**src/rtl/branch_redirect_ctrl_pkg.sv**
```systemverilog
// Shared definitions for the branch redirect controller: address width,
// FSM state encoding and the fetch PC value used at reset.
package branch_redirect_ctrl_pkg;

    localparam int unsigned XLEN = 32;

    localparam logic [XLEN-1:0] RESET_PC = 32'h0000_0000;

    typedef enum logic {
        ST_RUN   = 1'b0,
        ST_FLUSH = 1'b1
    } state_e;

endpackage

```
**src/rtl/branch_redirect_ctrl_pred_npc_fifo.sv**
```systemverilog
// Circular buffer of predicted next-PCs: push at tail, pop at head, clear,
// occupancy count and combinational head read.
module branch_redirect_ctrl_pred_npc_fifo #(
    parameter int unsigned DEPTH = 4,
    parameter int unsigned W     = 32
) (
    input  logic                           clk,
    input  logic                           rst_n,
    input  logic                           clr_i,
    input  logic                           push_i,
    input  logic                           pop_i,
    input  logic [W-1:0]                   wdata_i,
    output logic [W-1:0]                   rdata_o,
    output logic [$clog2(DEPTH):0]         count_o
);
    localparam int unsigned AW = (DEPTH > 1) ? $clog2(DEPTH) : 1;

    logic [W-1:0]  mem_q [DEPTH];
    logic [AW-1:0] wr_ptr_q;
    logic [AW-1:0] rd_ptr_q;
    logic [AW:0]   count_q;
    logic [AW:0]   count_d;
    logic          full_s;
    logic          empty_s;
    logic          do_push_s;
    logic          do_pop_s;

    assign full_s    = (count_q == (AW+1)'(DEPTH));
    assign empty_s   = (count_q == {(AW+1){1'b0}});
    // A full queue still accepts a push when the head is freed in the same cycle.
    assign do_push_s = push_i & (~full_s | pop_i) & ~clr_i;
    assign do_pop_s  = pop_i & ~empty_s & ~clr_i;
    assign rdata_o   = mem_q[rd_ptr_q];
    assign count_o   = count_q;

    // Next occupancy from push/pop activity.
    always_comb begin
        count_d = count_q;
        case ({do_push_s, do_pop_s})
            2'b10:   count_d = count_q + {{AW{1'b0}}, 1'b1};
            2'b01:   count_d = count_q - {{AW{1'b0}}, 1'b1};
            default: count_d = count_q;
        endcase
    end

    // Pointer and count registers; pointers wrap naturally since DEPTH is a power of two.
    always_ff @(posedge clk) begin
        if (!rst_n) begin
            wr_ptr_q <= {AW{1'b0}};
            rd_ptr_q <= {AW{1'b0}};
            count_q  <= {(AW+1){1'b0}};
        end else if (clr_i) begin
            wr_ptr_q <= {AW{1'b0}};
            rd_ptr_q <= {AW{1'b0}};
            count_q  <= {(AW+1){1'b0}};
        end else begin
            if (do_push_s) begin
                wr_ptr_q <= wr_ptr_q + {{(AW-1){1'b0}}, 1'b1};
            end
            if (do_pop_s) begin
                rd_ptr_q <= rd_ptr_q + {{(AW-1){1'b0}}, 1'b1};
            end
            count_q <= count_d;
        end
    end

    // Storage array.
    always_ff @(posedge clk) begin
        if (do_push_s) begin
            mem_q[wr_ptr_q] <= wdata_i;
        end
    end

endmodule

```
**src/rtl/branch_redirect_ctrl.sv**
```systemverilog
// Branch redirect controller: checks EX-resolved next-PCs against queued IF
// predictions and drives redirect/flush. Optional perf counters: BRANCH_REDIRECT_PERF_EN.
module branch_redirect_ctrl
    import branch_redirect_ctrl_pkg::*;
#(
    parameter int unsigned QDEPTH       = 4,
    parameter int unsigned FLUSH_CYCLES = 2
) (
    input  logic            clk,
    input  logic            rst_n,
    input  logic            stall_i,
    input  logic            if_fire_i,
    input  logic [XLEN-1:0] if_pred_npc_i,
    input  logic            ex_valid_i,
    input  logic            ex_is_ctrl_i,
    input  logic [XLEN-1:0] ex_next_pc_i,
    output logic            redirect_o,
    output logic [XLEN-1:0] redirect_pc_o,
    output logic            flush_o,
    output logic            q_full_o,
    output logic            underflow_o
`ifdef BRANCH_REDIRECT_PERF_EN
    ,
    output logic [31:0]     perf_ctrl_cnt_o,
    output logic [31:0]     perf_mispred_cnt_o
`endif
);
    localparam int unsigned CW = $clog2(QDEPTH);
    localparam int unsigned FW = (FLUSH_CYCLES > 1) ? $clog2(FLUSH_CYCLES) : 1;

    state_e          state_q;
    logic [FW-1:0]   fcnt_q;
    logic            redirect_q;
    logic [XLEN-1:0] redirect_pc_q;
    logic            underflow_q;

    logic [XLEN-1:0] head_s;
    logic [CW:0]     count_s;
    logic            run_s;
    logic            empty_s;
    logic            pop_s;
    logic            mispredict_s;
    logic            push_s;

    assign run_s        = (state_q == ST_RUN);
    assign empty_s      = (count_s == {(CW+1){1'b0}});
    assign pop_s        = ex_valid_i & run_s & ~empty_s;
    assign mispredict_s = pop_s & (head_s != ex_next_pc_i);
    assign push_s       = if_fire_i & ~stall_i & run_s & ~mispredict_s;

    branch_redirect_ctrl_pred_npc_fifo #(
        .DEPTH (QDEPTH),
        .W     (XLEN)
    ) u_fifo (
        .clk     (clk),
        .rst_n   (rst_n),
        .clr_i   (mispredict_s),
        .push_i  (push_s),
        .pop_i   (pop_s),
        .wdata_i (if_pred_npc_i),
        .rdata_o (head_s),
        .count_o (count_s)
    );

    // Recovery FSM with registered redirect pulse, redirect PC and sticky underflow.
    always_ff @(posedge clk) begin
        if (!rst_n) begin
            state_q       <= ST_RUN;
            fcnt_q        <= {FW{1'b0}};
            redirect_q    <= 1'b0;
            redirect_pc_q <= RESET_PC;
            underflow_q   <= 1'b0;
        end else begin
            case (state_q)
                ST_RUN: begin
                    if (ex_valid_i && empty_s) begin
                        underflow_q <= 1'b1;
                    end
                    if (mispredict_s) begin
                        state_q       <= ST_FLUSH;
                        fcnt_q        <= FW'(FLUSH_CYCLES - 1);
                        redirect_q    <= 1'b1;
                        redirect_pc_q <= ex_next_pc_i;
                    end else begin
                        redirect_q <= 1'b0;
                    end
                end
                ST_FLUSH: begin
                    redirect_q <= 1'b0;
                    if (fcnt_q == {FW{1'b0}}) begin
                        state_q <= ST_RUN;
                    end else begin
                        fcnt_q <= fcnt_q - {{(FW-1){1'b0}}, 1'b1};
                    end
                end
                default: begin
                    state_q    <= ST_RUN;
                    redirect_q <= 1'b0;
                end
            endcase
        end
    end

    assign redirect_o    = redirect_q;
    assign redirect_pc_o = redirect_pc_q;
    assign flush_o       = (state_q == ST_FLUSH);
    assign q_full_o      = (count_s == (CW+1)'(QDEPTH));
    assign underflow_o   = underflow_q;

`ifdef BRANCH_REDIRECT_PERF_EN
    logic [31:0] perf_ctrl_q;
    logic [31:0] perf_mispred_q;

    // Event counters; wrap at 2^32.
    always_ff @(posedge clk) begin
        if (!rst_n) begin
            perf_ctrl_q    <= 32'd0;
            perf_mispred_q <= 32'd0;
        end else begin
            if (pop_s && ex_is_ctrl_i) begin
                perf_ctrl_q <= perf_ctrl_q + 32'd1;
            end
            if (mispredict_s) begin
                perf_mispred_q <= perf_mispred_q + 32'd1;
            end
        end
    end

    assign perf_ctrl_cnt_o    = perf_ctrl_q;
    assign perf_mispred_cnt_o = perf_mispred_q;
`else
    logic unused_ctrl_s;
    assign unused_ctrl_s = ex_is_ctrl_i;
`endif

endmodule

```
**config.mk**
```make
export PLATFORM = sky130hd
export DESIGN_NAME = branch_redirect_ctrl
export DESIGN_NICKNAME = d
export VERILOG_FILES = /design/src/rtl/branch_redirect_ctrl_pkg.sv /design/src/rtl/branch_redirect_ctrl_pred_npc_fifo.sv /design/src/rtl/branch_redirect_ctrl.sv
export SDC_FILE = /design/constraint.sdc
export NUM_CORES = 1
export LEC_CHECK = 0
export ABC_AREA = 1
export CORE_ASPECT_RATIO = 0.5
export CORE_MARGIN = 2
export CORE_UTILIZATION = 45
export DETAILED_ROUTE_END_ITERATION = 16
export MAX_ROUTING_LAYER = met4
export PLACE_DENSITY = 0.78
export SYNTH_ARGS = -nofsm -noshare
export SYNTH_HDL_FRONTEND = slang
export SYNTH_SLANG_ARGS = --single-unit
export TNS_END_PERCENT = 10
```
**constraint.sdc**
```tcl
create_clock -name clk -period 3.75 [get_ports clk]
set_input_delay 0.75 -clock clk [delete_from_list [all_inputs] [get_ports clk]]
set_output_delay 0.75 -clock clk [all_outputs]
set_load 0.1 [all_outputs]
```
==> results.md <==
- Total Power: 4.474 mW
- Root Buffer: clkbuf_16
- Die width: between 150 and 200 um
- Critical path fanouts, max: 36
- Final worst path period share: 0.8135
- Cell variety after synth: 26
- Die area: between 15000 and 20000 um2
- Post-synthesis sequential area ratio: 0.6403
- Clk buf depth: 2
- Fmax: roughly 330 MHz
- Shortest period the worst path allows: 3.051 ns
- Crit-path cells: buf_4 > nand2_1 > nand3_1 > nand3_1 > nand2_1 > nand2_1 > nor2_1 > nand2_1 > nor2_2 > nand3_1 > inv_1 > ha_1 > inv_1 > fa_1 > a21oi_1 > o21ai_0 > xor2_1 > nor2_1
- Largest net degree at the start of global routing: 38
- Num rows: 33
- Share of cells above drive strength 1: 0.08927
- Peak per-stage delay on the critical path: 0.39 ns
- Mean area per synthesized cell: slightly below 10 um2
- Chip height: about 95 um
- Syn nets: between 800 and 900
- Initial core utilization: 0.4566
- CTS buffer count: 17
- Top Ports: about 110
- H-tree Lvls: 4
- Pins Over Slew Limit: 0
- Post-route ant nets: 0
- Synth area leader: edfxtp_1
- # resized after CTS: 0
- Setup violators final: 0
- Leakage power total: 3.704 nW
- Total wire length: ~18000 um
- Worst vdd ir: slightly below 400 uV
- Number of max-cap violations: 0
- Fin. Hold Viols: 0
- PortBufs: ~100
- RSZ-0062 raised after global routing: false
- Fin Clk Skew: 0.01499 ns
- Avg Vias per Cell: between 5 and 6
- Placed cell count: around 1100
- Synth warn: 0
- DRC: 0
- CTS tree: yes
- Yosys reg bits: about 170
- Post-CTS Setup Bufs: 0
- Starting DRT DRC Count: just under 500
- Ant diodes: 0
- P&R area growth vs syn: 25.58%
- Placer congestion estimate: approximately 0.95
- Layout Cells excl Fill: around 1100
- Antenna violations before repair: 0
- Layout Nets: between 900 and 1000
- Area of the mapped netlist: between 7000 and 8000 um2
- Filler cells: between 1000 and 1500
- CP dominant cell by count: nand2_1
- Slowest CP cell: fa_1
- CP required: 4.11 ns
- Grt total ovfl: 0
- Arr. time, crit path: roughly 3.4 ns
- Slew at the pin closest to its max-slew limit: about 0.98 ns
- Top post-synthesis cells by area: edfxtp_1 (52%), nand2_1 (15%), dfxtp_1 (12%)
- Hold Path Class: reg -> reg
- Global-route wire length before repair: 27530 um
- CP Class: reg -> reg
- Clock sink total: roughly 170
- Critical Path End Type: flip-flop
- Post-DP HPWL: roughly 12000 um
- Cells after Synth: 760
- Yosys top cell area share: 0.5187
- Routed len/inst: between 15 and 20 um
- Vias in the first global route: ~5400
- Outcome: complete, no violations
- Worst Setup Start Kind: flip-flop
- Core area: ~16000 um2
- Routed vias: 5637
- Setup TNS: 0 ns
- Tot GR Track Use: 0.2177
- Worst skew pair latency: roughly 0.43 ns
- Post-CTS Hold Buffers: 0
- Pwr Density: just under 500 nW/um2
- Clock-pin slew on the worst setup and hold paths: approximately 0.060 ns
- Max-slew headroom: 0.3421
- First-pass DRT Iterations: 6
## final timing paths
kind,start,to,slack [ns],cells after the start
max,flip-flop,u_fifo.count_o[2]$_SDFFE_PP0P_,0.70,18
min,fcnt_q$_SDFFE_PN0P_,flush_o$_SDFF_PN0_,0.46,2
max reg2reg,flip-flop,u_fifo.count_o[2]$_SDFFE_PP0P_,0.70,18
min reg2reg,fcnt_q$_SDFFE_PN0P_,flush_o$_SDFF_PN0_,0.46,2
## critical path, delay by kind of cell (launching register included)
kind | cells | cell delay [ns]
and+or+nand+nor | 10 | 1.14
adders and majority gates | 2 | 0.53
buffers and inverters | 3 | 0.52
DFF | 1 | 0.35
AOI/OAI and AO/OA | 2 | 0.28
xor gates and xnor gates | 1 | 0.15
## per-stage QoR
stage                     hold slack, ns  worst slack [ns]  instance area [um2]  utilization
after detailed placement          0.4564            0.3974                 8695       0.5358
after CTS                         0.4630            0.7290                 9305       0.5734
after global routing              0.4944            0.3314                 9305       0.5734
final                             0.4586            0.6993                 9305       0.5734
after global placement            0.4415            0.4257                 8695       0.5358
after floorplan                   0.4340            0.3798                 7415            -
## cell usage after synthesis
master      n
o21ai_1    13
ha_1        5
o31ai_1     1
inv_2       8
clkbuf_1    4
nand3_1   128
xor2_1      2
nor2_1     30
nand4_1     2
nand2_4     1
buf_4       8
nor3_1      2
nand3b_1    6
o21ai_0     5
nor2_2      2
fa_1        1
a21oi_1     5
buf_6       7
dfxtp_1    45
buf_2      11
nand2_2     1
inv_1      45
o21ai_2    10
edfxtp_1  128
nand2_1   288
nor3b_1     2
## placed cells by master (no fill, tap or decap), drive strengths merged, types with 3 or more instances in the layout
cell type	count
ha	5
bufinv	3
nand3b	6
clkdlybuf4s50	103
inv	59
buf	20
clkinv	4
a21oi	5
o21ai	28
nand2	290
nor2	32
clkbuf	17
nand3	128
edfxtp	128
dfxtp	45
## cell type report
type | count | area, um2 | area share
flip-flops and latches | 173 | 4746 | 0.5100
multi-input cells | 504 | 2272 | 0.2442
clock buffers | 17 | 425.4 | 0.04572
inverters | 53 | 198.9 | 0.02138
clock inverters | 15 | 185.2 | 0.01990
well taps | 227 | 284.0 | 0.03052
repair buffers | 123 | 1194 | 0.1283
## report_power, final
| part | leakage (nW) | internal (mW) | switching (mW) | total [mW] |
|---|---|---|---|---|
| clock network | 0.296 | 1.06 | 0.751 | 1.81 |
| registers | 1.53 | 2.12 | 0.0256 | 2.14 |
| logic | 1.88 | 0.163 | 0.353 | 0.517 |
## state kept, by name (all words and copies together) (netlist names), named ones only
name / cells
u_fifo.wr_ptr_q: 2
fcnt_q: 1
redirect_o: 1
redirect_pc_o: 32
flush_o: 1
u_fifo.count_o: 3
u_fifo.rd_ptr_q: 2
u_fifo.mem_q: 128
underflow_o: 1
## cell families after synthesis
| kind of cell | count (synthesis) | synth area share |
|---|---|---|
| and+or+nand+nor | 462 | 0.2627 |
| DFF | 173 | 0.6403 |
| buffers and inverters | 83 | 0.05505 |
| AOI/OAI and AO/OA | 34 | 0.02837 |
| adders and majority gates | 6 | 0.01114 |
| xor gates and xnor gates | 2 | 0.002364 |
## per-layer routing
layer	vias to the layer above	share of wire	global-route usage
met1	2616	0.41	0.2742
met2	234	0.47	0.3420
li1	2760	-	-
met3	27	0.099	0.05746
met5	-	0	-
met4	0	0.015	0.07870
No activity file was read; power rests on OpenSTA's default activity.
